[src/rtl/aes_round_scheduler_if.sv]
// Handshake and status bundle between the AES round-loop controller and its environment.
interface aes_round_scheduler_if #(
    parameter int unsigned TAG_W = 4
);
    logic             flush;
    logic             in_valid;
    logic             in_ready;
    logic             sel_new;
    logic             issue_valid;
    logic [7:0]       issue_rcon;
    logic             issue_final;
    logic             retire_valid;
    logic [TAG_W-1:0] retire_tag;
    logic [4:0]       occupancy;
    logic [15:0]      blocks_done;

    // Environment side: drives flush/in_valid, observes everything else.
    modport master (
        output flush,
        output in_valid,
        input  in_ready,
        input  sel_new,
        input  issue_valid,
        input  issue_rcon,
        input  issue_final,
        input  retire_valid,
        input  retire_tag,
        input  occupancy,
        input  blocks_done
    );

    // Scheduler side.
    modport slave (
        input  flush,
        input  in_valid,
        output in_ready,
        output sel_new,
        output issue_valid,
        output issue_rcon,
        output issue_final,
        output retire_valid,
        output retire_tag,
        output occupancy,
        output blocks_done
    );
endinterface

[src/rtl/aes_round_scheduler.sv]
// Slot/round bookkeeping for the looped AES round pipeline: a shift ring mirrors the
// datapath loop, the tail decides recirculate / retire / admit each cycle.
module aes_round_scheduler #(
    parameter int unsigned LOOP_DEPTH = 4,
    parameter int unsigned TAG_W      = 4
) (
    input logic                  clock,
    input logic                  reset,
    aes_round_scheduler_if.slave bus
);

    if (LOOP_DEPTH < 2 || LOOP_DEPTH > 16) begin : g_bad_depth
        $error("aes_round_scheduler: LOOP_DEPTH must be in 2..16");
    end
    if (LOOP_DEPTH > (32'd1 << TAG_W)) begin : g_bad_tag
        $error("aes_round_scheduler: TAG_W too narrow for unique tags in flight");
    end

    localparam int unsigned Tail = LOOP_DEPTH - 1;

    typedef struct packed {
        logic             valid;
        logic [7:0]       rcon;
        logic [TAG_W-1:0] tag;
    } entry_t;

    function automatic logic [7:0] xtime(input logic [7:0] r);
        return {r[6:0], 1'b0} ^ (r[7] ? 8'h1B : 8'h00);
    endfunction

    entry_t [LOOP_DEPTH-1:0] ring_q, ring_d;
    logic [TAG_W-1:0]        next_tag_q, next_tag_d;
    logic                    sel_new_q, sel_new_d;
    logic                    issue_final_q, issue_final_d;
    logic                    retire_valid_q, retire_valid_d;
    logic [TAG_W-1:0]        retire_tag_q, retire_tag_d;
    logic [4:0]              occupancy_q, occupancy_d;
    logic [15:0]             blocks_done_q, blocks_done_d;

    entry_t tail;
    logic   tail_final;
    logic   recirc;
    logic   retire;
    logic   admit;

    // Tail decode: a live non-final block always owns the entry mux.
    always_comb begin
        tail       = ring_q[Tail];
        tail_final = (tail.rcon == 8'h36);
        recirc     = tail.valid && !tail_final;
        retire     = tail.valid && tail_final && !bus.flush;
        admit      = !recirc && !bus.flush && bus.in_valid;
    end

    assign bus.in_ready     = !recirc && !bus.flush;
    assign bus.sel_new      = sel_new_q;
    assign bus.issue_valid  = ring_q[0].valid;
    assign bus.issue_rcon   = ring_q[0].rcon;
    assign bus.issue_final  = issue_final_q;
    assign bus.retire_valid = retire_valid_q;
    assign bus.retire_tag   = retire_tag_q;
    assign bus.occupancy    = occupancy_q;
    assign bus.blocks_done  = blocks_done_q;

    // Next-state: shift the ring, fill entry 0 from the tail or the input, count blocks.
    always_comb begin
        ring_d = ring_q;
        for (int k = 1; k < LOOP_DEPTH; k++) begin
            ring_d[k] = ring_q[k-1];
        end
        ring_d[0]      = '0;
        next_tag_d     = next_tag_q;
        sel_new_d      = 1'b0;
        retire_valid_d = 1'b0;
        retire_tag_d   = retire_tag_q;
        occupancy_d    = occupancy_q;
        blocks_done_d  = blocks_done_q;

        if (bus.flush) begin
            ring_d      = '0;
            occupancy_d = '0;
        end else begin
            if (recirc) begin
                ring_d[0] = {1'b1, xtime(tail.rcon), tail.tag};
            end else if (admit) begin
                ring_d[0]  = {1'b1, 8'h01, next_tag_q};
                next_tag_d = next_tag_q + 1'b1;
                sel_new_d  = 1'b1;
            end
            if (retire) begin
                retire_valid_d = 1'b1;
                retire_tag_d   = tail.tag;
                blocks_done_d  = blocks_done_q + 16'd1;
            end
            // Admit and retire in the same cycle reuse the slot; count is unchanged.
            case ({admit, retire})
                2'b10:   occupancy_d = occupancy_q + 5'd1;
                2'b01:   occupancy_d = occupancy_q - 5'd1;
                default: occupancy_d = occupancy_q;
            endcase
        end

        issue_final_d = ring_d[0].valid && (ring_d[0].rcon == 8'h36);
    end

    // State registers with asynchronous reset.
    always_ff @(posedge clock or posedge reset) begin
        if (reset) begin
            ring_q         <= '0;
            next_tag_q     <= '0;
            sel_new_q      <= 1'b0;
            issue_final_q  <= 1'b0;
            retire_valid_q <= 1'b0;
            retire_tag_q   <= '0;
            occupancy_q    <= '0;
            blocks_done_q  <= '0;
        end else begin
            ring_q         <= ring_d;
            next_tag_q     <= next_tag_d;
            sel_new_q      <= sel_new_d;
            issue_final_q  <= issue_final_d;
            retire_valid_q <= retire_valid_d;
            retire_tag_q   <= retire_tag_d;
            occupancy_q    <= occupancy_d;
            blocks_done_q  <= blocks_done_d;
        end
    end

endmodule

[src/flat_wrapper.sv]
// flat-port wrapper written by rule: the top's interface ports become plain ports
module aes_round_scheduler_flat 
#(
    parameter int unsigned LOOP_DEPTH = 4,
    parameter int unsigned TAG_W      = 4
)
  (clock, reset, bus_flush, bus_in_valid, bus_in_ready, bus_sel_new, bus_issue_valid, bus_issue_rcon, bus_issue_final, bus_retire_valid, bus_retire_tag, bus_occupancy, bus_blocks_done);
  aes_round_scheduler_if #(.TAG_W(TAG_W)) bus_i ();
  input logic clock;
  input logic reset;
  input wire logic [$bits(bus_i.flush)-1:0] bus_flush;
  input wire logic [$bits(bus_i.in_valid)-1:0] bus_in_valid;
  output wire logic [$bits(bus_i.in_ready)-1:0] bus_in_ready;
  output wire logic [$bits(bus_i.sel_new)-1:0] bus_sel_new;
  output wire logic [$bits(bus_i.issue_valid)-1:0] bus_issue_valid;
  output wire logic [$bits(bus_i.issue_rcon)-1:0] bus_issue_rcon;
  output wire logic [$bits(bus_i.issue_final)-1:0] bus_issue_final;
  output wire logic [$bits(bus_i.retire_valid)-1:0] bus_retire_valid;
  output wire logic [$bits(bus_i.retire_tag)-1:0] bus_retire_tag;
  output wire logic [$bits(bus_i.occupancy)-1:0] bus_occupancy;
  output wire logic [$bits(bus_i.blocks_done)-1:0] bus_blocks_done;
  assign bus_i.flush = bus_flush;
  assign bus_i.in_valid = bus_in_valid;
  assign bus_in_ready = bus_i.in_ready;
  assign bus_sel_new = bus_i.sel_new;
  assign bus_issue_valid = bus_i.issue_valid;
  assign bus_issue_rcon = bus_i.issue_rcon;
  assign bus_issue_final = bus_i.issue_final;
  assign bus_retire_valid = bus_i.retire_valid;
  assign bus_retire_tag = bus_i.retire_tag;
  assign bus_occupancy = bus_i.occupancy;
  assign bus_blocks_done = bus_i.blocks_done;
  aes_round_scheduler #(.LOOP_DEPTH(LOOP_DEPTH), .TAG_W(TAG_W)) u_core (.clock(clock), .reset(reset), .bus(bus_i));
endmodule
[config.mk]
export PLATFORM = sky130hd
export DESIGN_NAME = aes_round_scheduler_flat
export DESIGN_NICKNAME = d
export VERILOG_FILES = /design/src/rtl/aes_round_scheduler_if.sv /design/src/rtl/aes_round_scheduler.sv /design/src/flat_wrapper.sv
export SDC_FILE = /design/constraint.sdc
export NUM_CORES = 1
export LEC_CHECK = 0
export CORE_MARGIN = 3
export CORE_UTILIZATION = 40
export DETAILED_ROUTE_END_ITERATION = 10
export PLACE_DENSITY = 0.63
export SETUP_SLACK_MARGIN = 0.5
export SYNTH_ARGS = -nofsm -noshare
export SYNTH_HDL_FRONTEND = slang
export SYNTH_SLANG_ARGS = --single-unit
[constraint.sdc]
create_clock -name clock -period 3.9 [get_ports clock]
set_input_delay 0.78 -clock clock [delete_from_list [all_inputs] [get_ports clock]]
set_output_delay 0.78 -clock clock [all_outputs]
set_load 0.005 [all_outputs]
==> impl_metrics.json <==
{
  "status": "finished, final reports clean",
  "cts.hold.buffers_added": 0,
  "synthCells": 282,
  "final_common_cell": "dfrtp_1",
  "hold_viol": 0,
  "layout.cell_area.non_filler_sq_um": 4110,
  "post_cts_buffers": 0,
  "critical_path_class": "in -> reg",
  "rr_endpoint": "u_core.bus.occupancy[3]",
  "yosys-top-cells-area": "dfrtp_1 (61%), nor2b_1 (7.8%), xnor2_1 (4.6%), nand4_1 (2.5%), mux2_2 (2.3%)",
  "ir_worst_vdd_v": 0.0002256,
  "wl_mm": 6.421,
  "min_to": "u_core.ring_q[15]",
  "fin_crit_sh": 0.7512,
  "instances_no_fill": 429,
  "min_from": "u_core.ring_q[2]",
  "synth_top_area_cell": "dfrtp_1",
  "worst-r2r-cell-count": 9,
  "diodes": 0,
  "seq_area_frac_synth": 0.6085,
  "grt_usage": 0.1417,
  "first_iter_violations": 90,
  "ios": 42,
  "rsz0062_at_grt": "false",
  "dpl_cell_area_sq_um": 3901,
  "final_antenna_net_count": 0,
  "vias": 2137,
  "p_leak_nw": 1.867,
  "cts_tree": "yes",
  "area_delta_synth_final_pct": 18.98,
  "r2r_slack_ns": 1.05,
  "final_core_util": 0.4953,
  "ys_ff_latch": 84,
  "synth_top_family_by_area": "simple AND/OR/NAND/NOR gates",
  "relSlewSlack": 0.2713,
  "grt_pass1_vias": 2165,
  "grt_start_max_net_pins": 65,
  "cp-end-kind": "flip-flop",
  "core_area_sq_um": 8299,
  "maxSlewViolCount": 0,
  "die_w_microns": 98.93,
  "grt_pass1_wl_mm": 10.85,
  "fmax_ghz": 0.3414,
  "critPathArrivalTime_ns": 3.22,
  "fin_nets": 329,
  "port_buffers": 41,
  "timing.final.crit_period_ns": 2.929,
  "hpwl_mm": 4.085,
  "r2r-start": "u_core.ring_q[45]",
  "clock_latency_ns": 0.35,
  "async_flop_share": 1.000,
  "worst_pin_slew_ns": 1.092,
  "start_util": 0.4163,
  "dieArea_sq_um": 9787,
  "synth_adder_area_share": 0.02390,
  "synth_compound_area_frac": 0.03368,
  "synthMuxAreaShare": 0.02572,
  "h-tree-depth": 3,
  "ys.flop_type": "dfrtp_1",
  "synth_nets": 292,
  "rows": 33,
  "synth_xor_xnor_area_share": 0.06049,
  "layout_common_cells": "dfrtp_1 (84), nor2b_1 (43), clkdlybuf4s50_1 (40)",
  "worstPathMaxFanout": 13,
  "cts_buffers": 9,
  "cp.required_ns": 4.19,
  "routedWlPerCell_microns": 14.97,
  "die_y_microns": 98.93,
  "path_clk_slew_ns": 0.08,
  "hold_slack_ns": 0.4637,
  "viasPerCell": 4.981,
  "gp_congestion": 0.8295,
  "finClkSkew_ns": 0.01196,
  "drive_gt1_frac": 0.09877,
  "cts.sinks": 84,
  "synth_edf_count": 0,
  "cap_violations": 0,
  "yosys.area_share.simple": 0.2061,
  "ctsRootBufferMaster": "clkbuf_8",
  "avgSynthCellArea_sq_um": 12.25,
  "totalNegativeSetupSlack_ns": 0,
  "drc": 0,
  "start_kind": "input port",
  "cts_resized": 0,
  "hold_depth": 1,
  "hp-class": "reg -> reg",
  "n_fill_cell": 745,
  "p_per_area_nw_per_um2": 416.8,
  "netlist_area_sq_um": 3455,
  "netlist.area_leader.share": 0.6085,
  "yosysWarnings": 0,
  "antenna_found_initial": 0,
  "synth_cell_types": 44,
  "setup_viol": 0,
  "clockBufferDepth": 2,
  "place_inst": 413,
  "drt_pass1_iterations": 7,
  "overflow": 0
}
## power breakdown
group | switching (mW) | internal [mW] | total (mW)
logic | 0.0591 | 0.0512 | 0.110
clock network | 0.302 | 0.362 | 0.664
registers | 0.0299 | 0.909 | 0.939
## critical path: stages
cell	delay (ns)
clkdlybuf4s50_1	0.63
or3_1	0.51
inv_1	0.13
ha_1	0.24
a21o_1	0.19
and3_1	0.18
a2111oi_0	0.39
a21o_1	0.17
## metrics by stage
stage / setup slack (ns) / total power [mW]
6_report: 0.9705 / 1.713
5_1_grt: 0.8024 / 1.787
2_1_floorplan: 0.9549 / 1.027
3_5_place_dp: 0.6003 / 1.069
4_1_cts: 0.9897 / 1.734
3_3_place_gp: 0.7635 / 1.060
## cell usage after synthesis (2+ instances only)
library cell and number:
nand3_1 7, nand2b_1 3, nand4_1 14, a21o_1 2, xnor2_1 18, a21oi_1 5, and2_1 2, nor4_1 3
ha_1 5, nor2b_1 43, nor3_1 4, buf_4 9, nand2_1 11, dfrtp_1 84, a211oi_1 2, clkbuf_1 7
buf_6 2, inv_1 5, nor2_1 16, xor2_1 4, or4_4 2, mux2_2 7, and3_1 6
## state kept, by name, indices dropped and copies added, names as in the netlist
register,flops
u_core.bus.retire_valid,1
u_core.bus.issue_final,1
u_core.bus.sel_new,1
u_core.bus.occupancy,5
u_core.ring_q,43
u_core.bus.blocks_done,16
u_core.bus.retire_tag,4
u_core.bus.issue_valid,1
u_core.bus.issue_rcon,8
u_core.next_tag_q,4
## worst max path at each step
| stage | start | end | depth (start not counted) |
|---|---|---|---|
| 2_1_floorplan | reset | u_core.bus.blocks_done[0] | 1 |
| 3_3_place_gp | bus_in_valid | u_core.bus.occupancy[3] | 8 |
| 3_5_place_dp | bus_in_valid | u_core.bus.occupancy[3] | 8 |
| 4_1_cts | bus_in_valid | u_core.bus.occupancy[3] | 8 |
| 5_1_grt | u_core.ring_q[45] | u_core.bus.occupancy[3] | 9 |
| 6_report | bus_in_valid | u_core.bus.occupancy[3] | 8 |
## routing by layer
layer	vias to the layer above	track usage	share of wire
met3	12	0.04600	0.038
met2	39	0.2071	0.45
li1	1014	-	-
met1	1072	0.1971	0.50
met4	0	0.05357	0.019
met5	-	0	0
## kinds of logic after synthesis
logic type / count (synthesis)
fa+ha+maj: 6
flops: 84
compound gates: 17
buf+inv: 25
xor+xnor: 23
simple gates: 119
mux: 8
## layout make-up
class	instances	area [sq um]	area share
Tap cell	105	131.4	0.03196
Inverter	6	23.77	0.005784
Clock buffer	12	135.1	0.03288
Multi-Input combinational cell	173	1209	0.2941
Clock inverter	4	73.82	0.01796
Timing Repair Buffer	45	435.4	0.1059
Sequential cell	84	2102	0.5114
No activity file was read; power rests on OpenSTA's default activity.
